### src/rtl/multdiv_seq_ctrl_if.sv
// rtl/multdiv_seq_ctrl_if.sv - issue/operand/result bundle between execute stage and mult/div sequencer
interface multdiv_seq_ctrl_if #(
    parameter int DATA_W = 32
);
    logic              ctrl_MULT;
    logic              ctrl_DIV;
    logic [DATA_W-1:0] data_operandA;
    logic [DATA_W-1:0] data_operandB;
    logic [DATA_W-1:0] data_result;
    logic              data_exception;
    logic              data_resultRDY;

    // Execute stage side: issues operations and consumes results
    modport master (
        output ctrl_MULT, ctrl_DIV, data_operandA, data_operandB,
        input  data_result, data_exception, data_resultRDY
    );

    // Sequencer side
    modport slave (
        input  ctrl_MULT, ctrl_DIV, data_operandA, data_operandB,
        output data_result, data_exception, data_resultRDY
    );
endinterface

### src/rtl/multdiv_seq_ctrl.sv
// rtl/multdiv_seq_ctrl.sv - sequencer for signed multiply (settle wait) and radix-2 restoring divide
module multdiv_seq_ctrl #(
    parameter int DATA_W    = 32,
    parameter int MULT_LAT  = 2,
    parameter int DIV_ITERS = 32
) (
    input logic                clock,
    input logic                reset,
    multdiv_seq_ctrl_if.slave  bus
);
    localparam int CNT_W = 6;
    localparam logic [CNT_W-1:0] MULT_LAST = CNT_W'(MULT_LAT - 1);
    localparam logic [CNT_W-1:0] DIV_LAST  = CNT_W'(DIV_ITERS - 1);
    localparam logic [DATA_W-1:0] ONE      = DATA_W'(1);

    typedef enum logic [1:0] {IDLE, MULT_WAIT, DIV_ITER, DIV_FIX} state_t;

    state_t              state_q, state_d;
    logic [CNT_W-1:0]    cnt_q, cnt_d;
    logic [DATA_W-1:0]   a_q, a_d, b_q, b_d;
    logic [DATA_W-1:0]   rem_q, rem_d, quo_q, quo_d, dmag_q, dmag_d;
    logic                sign_q, sign_d;
    logic [DATA_W-1:0]   result_q, result_d;
    logic                exc_q, exc_d;
    logic                rdy_q, rdy_d;

    // Multiplier fed only from the latched operands; sign-extended so the low
    // 2*DATA_W bits of the product are the exact signed product.
    logic [2*DATA_W-1:0] prod;
    logic                ovf;
    logic [DATA_W-1:0]   a_mag, b_mag;
    logic [2*DATA_W-1:0] rq_sh;
    logic [DATA_W:0]     diff;

    assign prod  = {{DATA_W{a_q[DATA_W-1]}}, a_q} * {{DATA_W{b_q[DATA_W-1]}}, b_q};
    // Product fits in DATA_W bits only when the upper bits are all copies of bit DATA_W-1
    assign ovf   = ~((&prod[2*DATA_W-1:DATA_W-1]) | ~(|prod[2*DATA_W-1:DATA_W-1]));
    // Magnitudes; negating the most negative value wraps to itself, which is the right unsigned magnitude
    assign a_mag = bus.data_operandA[DATA_W-1] ? (~bus.data_operandA + ONE) : bus.data_operandA;
    assign b_mag = bus.data_operandB[DATA_W-1] ? (~bus.data_operandB + ONE) : bus.data_operandB;
    // One restoring step: remainder stays below the divisor, so the shift never loses its MSB
    assign rq_sh = {rem_q, quo_q} << 1;
    assign diff  = {1'b0, rq_sh[2*DATA_W-1:DATA_W]} - {1'b0, dmag_q};

    // Next-state logic: sequencing first, then a new issue overrides everything (abort)
    always_comb begin
        state_d  = state_q;
        cnt_d    = cnt_q;
        a_d      = a_q;
        b_d      = b_q;
        rem_d    = rem_q;
        quo_d    = quo_q;
        dmag_d   = dmag_q;
        sign_d   = sign_q;
        result_d = result_q;
        exc_d    = exc_q;
        rdy_d    = 1'b0;

        case (state_q)
            MULT_WAIT: begin
                cnt_d = cnt_q + 1'b1;
                if (cnt_q == MULT_LAST) begin
                    result_d = prod[DATA_W-1:0];
                    exc_d    = ovf;
                    rdy_d    = 1'b1;
                    state_d  = IDLE;
                end
            end
            DIV_ITER: begin
                cnt_d = cnt_q + 1'b1;
                if (!diff[DATA_W]) begin
                    rem_d = diff[DATA_W-1:0];
                    quo_d = rq_sh[DATA_W-1:0] | ONE;
                end else begin
                    rem_d = rq_sh[2*DATA_W-1:DATA_W];
                    quo_d = rq_sh[DATA_W-1:0];
                end
                if (cnt_q == DIV_LAST) begin
                    state_d = DIV_FIX;
                end
            end
            DIV_FIX: begin
                if (dmag_q == '0) begin
                    result_d = '0;
                    exc_d    = 1'b1;
                end else begin
                    result_d = sign_q ? (~quo_q + ONE) : quo_q;
                    // A positive quotient of magnitude 2^(DATA_W-1) does not fit
                    exc_d    = ~sign_q & quo_q[DATA_W-1];
                end
                rdy_d   = 1'b1;
                state_d = IDLE;
            end
            default: ;
        endcase

        if (bus.ctrl_MULT || bus.ctrl_DIV) begin
            a_d      = bus.data_operandA;
            b_d      = bus.data_operandB;
            cnt_d    = '0;
            result_d = result_q;
            exc_d    = exc_q;
            rdy_d    = 1'b0;
            if (bus.ctrl_MULT) begin
                state_d = MULT_WAIT;
            end else begin
                rem_d   = '0;
                quo_d   = a_mag;
                dmag_d  = b_mag;
                sign_d  = bus.data_operandA[DATA_W-1] ^ bus.data_operandB[DATA_W-1];
                state_d = (bus.data_operandB == '0) ? DIV_FIX : DIV_ITER;
            end
        end
    end

    // State and registered outputs
    always_ff @(posedge clock) begin
        if (reset) begin
            state_q  <= IDLE;
            cnt_q    <= '0;
            a_q      <= '0;
            b_q      <= '0;
            rem_q    <= '0;
            quo_q    <= '0;
            dmag_q   <= '0;
            sign_q   <= 1'b0;
            result_q <= '0;
            exc_q    <= 1'b0;
            rdy_q    <= 1'b0;
        end else begin
            state_q  <= state_d;
            cnt_q    <= cnt_d;
            a_q      <= a_d;
            b_q      <= b_d;
            rem_q    <= rem_d;
            quo_q    <= quo_d;
            dmag_q   <= dmag_d;
            sign_q   <= sign_d;
            result_q <= result_d;
            exc_q    <= exc_d;
            rdy_q    <= rdy_d;
        end
    end

    assign bus.data_result    = result_q;
    assign bus.data_exception = exc_q;
    assign bus.data_resultRDY = rdy_q;
endmodule

### src/flat_wrapper.sv
// flat-port wrapper written by rule: the top's interface ports become plain ports
module multdiv_seq_ctrl_flat 
#(
    parameter int DATA_W    = 32,
    parameter int MULT_LAT  = 2,
    parameter int DIV_ITERS = 32
)
  (clock, reset, bus_ctrl_MULT, bus_ctrl_DIV, bus_data_operandA, bus_data_operandB, bus_data_result, bus_data_exception, bus_data_resultRDY);
  multdiv_seq_ctrl_if #(.DATA_W(DATA_W)) bus_i ();
  input logic clock;
  input logic reset;
  input wire logic [$bits(bus_i.ctrl_MULT)-1:0] bus_ctrl_MULT;
  input wire logic [$bits(bus_i.ctrl_DIV)-1:0] bus_ctrl_DIV;
  input wire logic [$bits(bus_i.data_operandA)-1:0] bus_data_operandA;
  input wire logic [$bits(bus_i.data_operandB)-1:0] bus_data_operandB;
  output wire logic [$bits(bus_i.data_result)-1:0] bus_data_result;
  output wire logic [$bits(bus_i.data_exception)-1:0] bus_data_exception;
  output wire logic [$bits(bus_i.data_resultRDY)-1:0] bus_data_resultRDY;
  assign bus_i.ctrl_MULT = bus_ctrl_MULT;
  assign bus_i.ctrl_DIV = bus_ctrl_DIV;
  assign bus_i.data_operandA = bus_data_operandA;
  assign bus_i.data_operandB = bus_data_operandB;
  assign bus_data_result = bus_i.data_result;
  assign bus_data_exception = bus_i.data_exception;
  assign bus_data_resultRDY = bus_i.data_resultRDY;
  multdiv_seq_ctrl #(.DATA_W(DATA_W), .MULT_LAT(MULT_LAT), .DIV_ITERS(DIV_ITERS)) u_core (.clock(clock), .reset(reset), .bus(bus_i));
endmodule
### config.mk
export PLATFORM = sky130hd
export DESIGN_NAME = multdiv_seq_ctrl_flat
export DESIGN_NICKNAME = d
export VERILOG_FILES = /design/src/rtl/multdiv_seq_ctrl_if.sv /design/src/rtl/multdiv_seq_ctrl.sv /design/src/flat_wrapper.sv
export SDC_FILE = /design/constraint.sdc
export NUM_CORES = 2
export LEC_CHECK = 0
export BUFFER_PORTS_ARGS = -buffer_cell sky130_fd_sc_hd__buf_2
export CORE_AREA = 4 4 313 315
export DETAILED_ROUTE_END_ITERATION = 10
export DIE_AREA = 0 0 317 319
export GPL_TIMING_DRIVEN = 0
export PLACE_DENSITY = 0.67
export SETUP_SLACK_MARGIN = 0.4
export SKIP_CTS_REPAIR_TIMING = 1
export SLEW_MARGIN = 20
export SYNTH_ARGS = -nofsm -noshare
export SYNTH_HDL_FRONTEND = slang
export SYNTH_SLANG_ARGS = --single-unit
### constraint.sdc
create_clock -name clock -period 25.9 [get_ports clock]
set_clock_uncertainty 0.1 [all_clocks]
set_input_delay 5.18 -clock clock [delete_from_list [all_inputs] [get_ports clock]]
set_output_delay 5.18 -clock clock [all_outputs]
set_load 0.1 [all_outputs]
==> run_results.csv <==
group,metric,value,unit
outcome,status,"complete, no violations",
layout,post-route-util,0.5299,
route,post_drt_wl_per_cell,26.02,um
synth,syn-num-nets,6616,
global_route,antenna_found_initial,21,
synth,synth_top_area_share,0.4588,
floorplanning,initial_core_util,0.4981,
layout,drive_above_1_share,0.03193,
layout,syn_to_final_growth,6.381,%
synth,synth_cells,5241,
layout,final_cells,6677,
placement,io_buffers,101,
layout,layout_common_cells,"1083 x fa_1, 798 x inv_1, 797 x nand2_1",
worst_setup_path,path_buf_inv,6,
floorplanning,coreArea,94870,um^2
worst_setup_path,reg2reg_slack,14600,ps
clocking,cts_tree,"built",
worst_setup_path,crit_path_max_fanout,16,
synth,synth_area_leader_cell,"fa_1",
floorplanning,num_io_pins,102,
route,drtAntennaViolNets,0,
sta,setup_viol,0,
worst_setup_path,arrival,11630,ps
route,num_vias,39067,
worst_setup_path,regToRegStartpoint,"u_core.a_q[31]",
layout,final_net_count,6745,
route,viasPerCell,5.851,
worst_setup_path,critPathLaunch,"u_core.a_q[31]",
min_path,hold_path.class,"register to register",
pwr,p_leak,19.35,nW
worst_setup_path,critPathSlowestCell,"fa_1",
placement,hpwlAfterDp,145.3,mm
route,drc_errors,0,
global_route,first_global_vias,40926,
min_path,min_from,"u_core.dmag_q[23]",
sta,period_share,0.4364,
worst_setup_path,max_stage_delay,1040,ps
clocking,clk_latency,570,ps
floorplanning,die_w,317,um
clocking,clockRootBuffer,"clkbuf_16",
worst_setup_path,end_kind,"register",
route,drtIter0Drc,3958,
sta,worstMarginPinSlew,1226,ps
floorplanning,rows,113,
synth,netlist_area,47250,um^2
sta,tns,0,ps
global_route,track_usage,0.3489,
layout,final_common_cell,"fa_1",
sta,relSlewSlack,0.1828,
clocking,cts.sinks,202,
pwr,p_per_area,89.58,nW/um^2
synth,ys_seq_area_frac,0.08558,
worst_setup_path,start_kind,"register",
global_route,grt_pass1_wl,260.1,mm
route,wl,173.7,mm
worst_setup_path,worstSetupPathType,"register to register",
clocking,clk_pin_slew_worst_paths,60,ps
synth,ys_types,76,
synth,yosysWarnings,0,
synth,avgSynthCellArea,9.016,um^2
floorplanning,die-area,101100,um^2
synth,ys_top_cells_by_area,"fa_1 46%, dfxtp_1 8.6%, inv_1 6.4%, nand2_1 6.3%, and2_1 6.0%",
worst_setup_path,critPathTopFamily,"adder cells",
worst_setup_path,cp.required,26230,ps
sta,rsz0062_at_grt,"no",
synth,synth_edf_count,0,
worst_setup_path,path_common_cell,"fa_1",
sta,maxSlewViolCount,0,
clocking,htreeDepth,1,
pwr,ir_drop,0.0001374,V
floorplanning,die_h,319,um
global_route,overflow,0,
synth,yosys_most_used_dff,"dfxtp_1",
placement,dp.cells,6607,
global_route,grt_max_degree,24,
sta,hold_viol_final,0,
job,cap_violations,0,
clocking,clock_path_buffers,3,
pwr,p_total,0.004503,W
sta,max_freq,88.47,MHz
placement,place_congestion,1.041,
synth,synth_seq_cells,202,
route,first_pass_iters,6,
clocking,cts_made_buffers,26,
sta,layout_min_cycle_time,11300,ps
synth,ys_async_sr_fraction,0,
==> metrics by stage <==
step	hold WS, ps	area, um^2	worst slack [ps]
2_1_floorplan	344.5	47250	17040
3_3_place_gp	385.9	49340	14820
3_5_place_dp	397.2	49350	14760
4_1_cts	405.5	50210	14690
5_1_grt	431.5	50220	14150
6_report	405.6	50270	14600
==> logic make-up (layout without fill, tap and decap cells) <==
group,count (synthesis),in the layout,synth area share
AOI/OAI and AO/OA,680,680,0.09175
other,0,25,0
muxes,44,44,0.009321
DFF,202,202,0.08558
buffers and inverters,1115,1261,0.08889
xor gates and xnor gates,171,171,0.03170
and+or+nand+nor,1722,1722,0.1746
adders and majority gates,1307,1307,0.5181
==> synth_stat cells (5+ instances only) <==
| master | instances |
|---|---|
| a211oi_1 | 64 |
| a21boi_0 | 7 |
| a21o_1 | 32 |
| a21oi_1 | 224 |
| a31oi_1 | 9 |
| a41oi_1 | 5 |
| and2_1 | 451 |
| and3_1 | 11 |
| and4_1 | 8 |
| buf_1 | 9 |
| buf_2 | 8 |
| clkbuf_1 | 295 |
| dfxtp_1 | 202 |
| fa_1 | 1083 |
| ha_1 | 224 |
| inv_1 | 800 |
| mux2i_1 | 44 |
| nand2_1 | 797 |
| nand2b_1 | 36 |
| nand3_1 | 32 |
| nand3b_1 | 6 |
| nand4_1 | 28 |
| nand4bb_1 | 5 |
| nor2_1 | 216 |
| nor2b_1 | 15 |
| nor3_1 | 43 |
| nor3b_1 | 6 |
| nor4_1 | 18 |
| o2111ai_1 | 5 |
| o211a_1 | 5 |
| o211ai_1 | 16 |
| o21a_1 | 10 |
| o21ai_0 | 152 |
| o21ai_1 | 8 |
| o21bai_1 | 13 |
| o221ai_1 | 34 |
| o31ai_1 | 34 |
| o41ai_1 | 16 |
| or3_1 | 23 |
| or4_1 | 15 |
| xnor2_1 | 81 |
| xor2_1 | 90 |
==> worst min-delay path, stage by stage, from the launching register on <==
cell	delay [ps]
dfxtp_1	340
nand2_1	70
a21oi_1	50
==> area by class of cell <==
class,instances,area [um^2]
Antenna cell,25,62.56
Buffer,314,1196
Clock buffer,30,675.6
Clock inverter,15,177.7
Fill cell,8910,44600
Inverter,801,3007
Multi-Input combinational cell,3924,39020
Sequential cell,202,4044
Tap cell,1265,1583
Timing Repair Buffer,101,505.5
==> registers in the layout (all words and copies together) (netlist names), 2 cells and up <==
| register | count |
|---|---|
| u_core.rem_q | 31 |
| u_core.quo_q | 32 |
| u_core.cnt_q | 6 |
| u_core.state_q | 2 |
| u_core.bus.data_result | 32 |
| u_core.a_q | 32 |
| u_core.dmag_q | 32 |
| u_core.b_q | 32 |
==> report_power, final <==
part           leakage [nW]  internal (W)  switching (W)  total, W
logic                  17.3       0.00139        0.00237   0.00377
clock network         0.417      0.000217       0.000157  0.000374
registers              1.66      0.000327      0.0000339  0.000361
total                  19.3       0.00194        0.00257   0.00450
==> final timing paths <==
check,endpoint,cells past startpoint
max,u_core.bus.data_exception,28
min,u_core.dmag_q[23],2
max reg2reg,u_core.bus.data_exception,28
min reg2reg,u_core.dmag_q[23],2
==> per-layer routing <==
layer | global-route usage | vias to the layer above | wire length [um]
met5 | 0 | - | 0
met4 | 0.2272 | 0 | 14550
met3 | 0.06695 | 533 | 15760
met2 | 0.5451 | 2051 | 78450
met1 | 0.4442 | 19895 | 64990
li1 | - | 16588 | -
No activity file was read; power rests on OpenSTA's default activity.
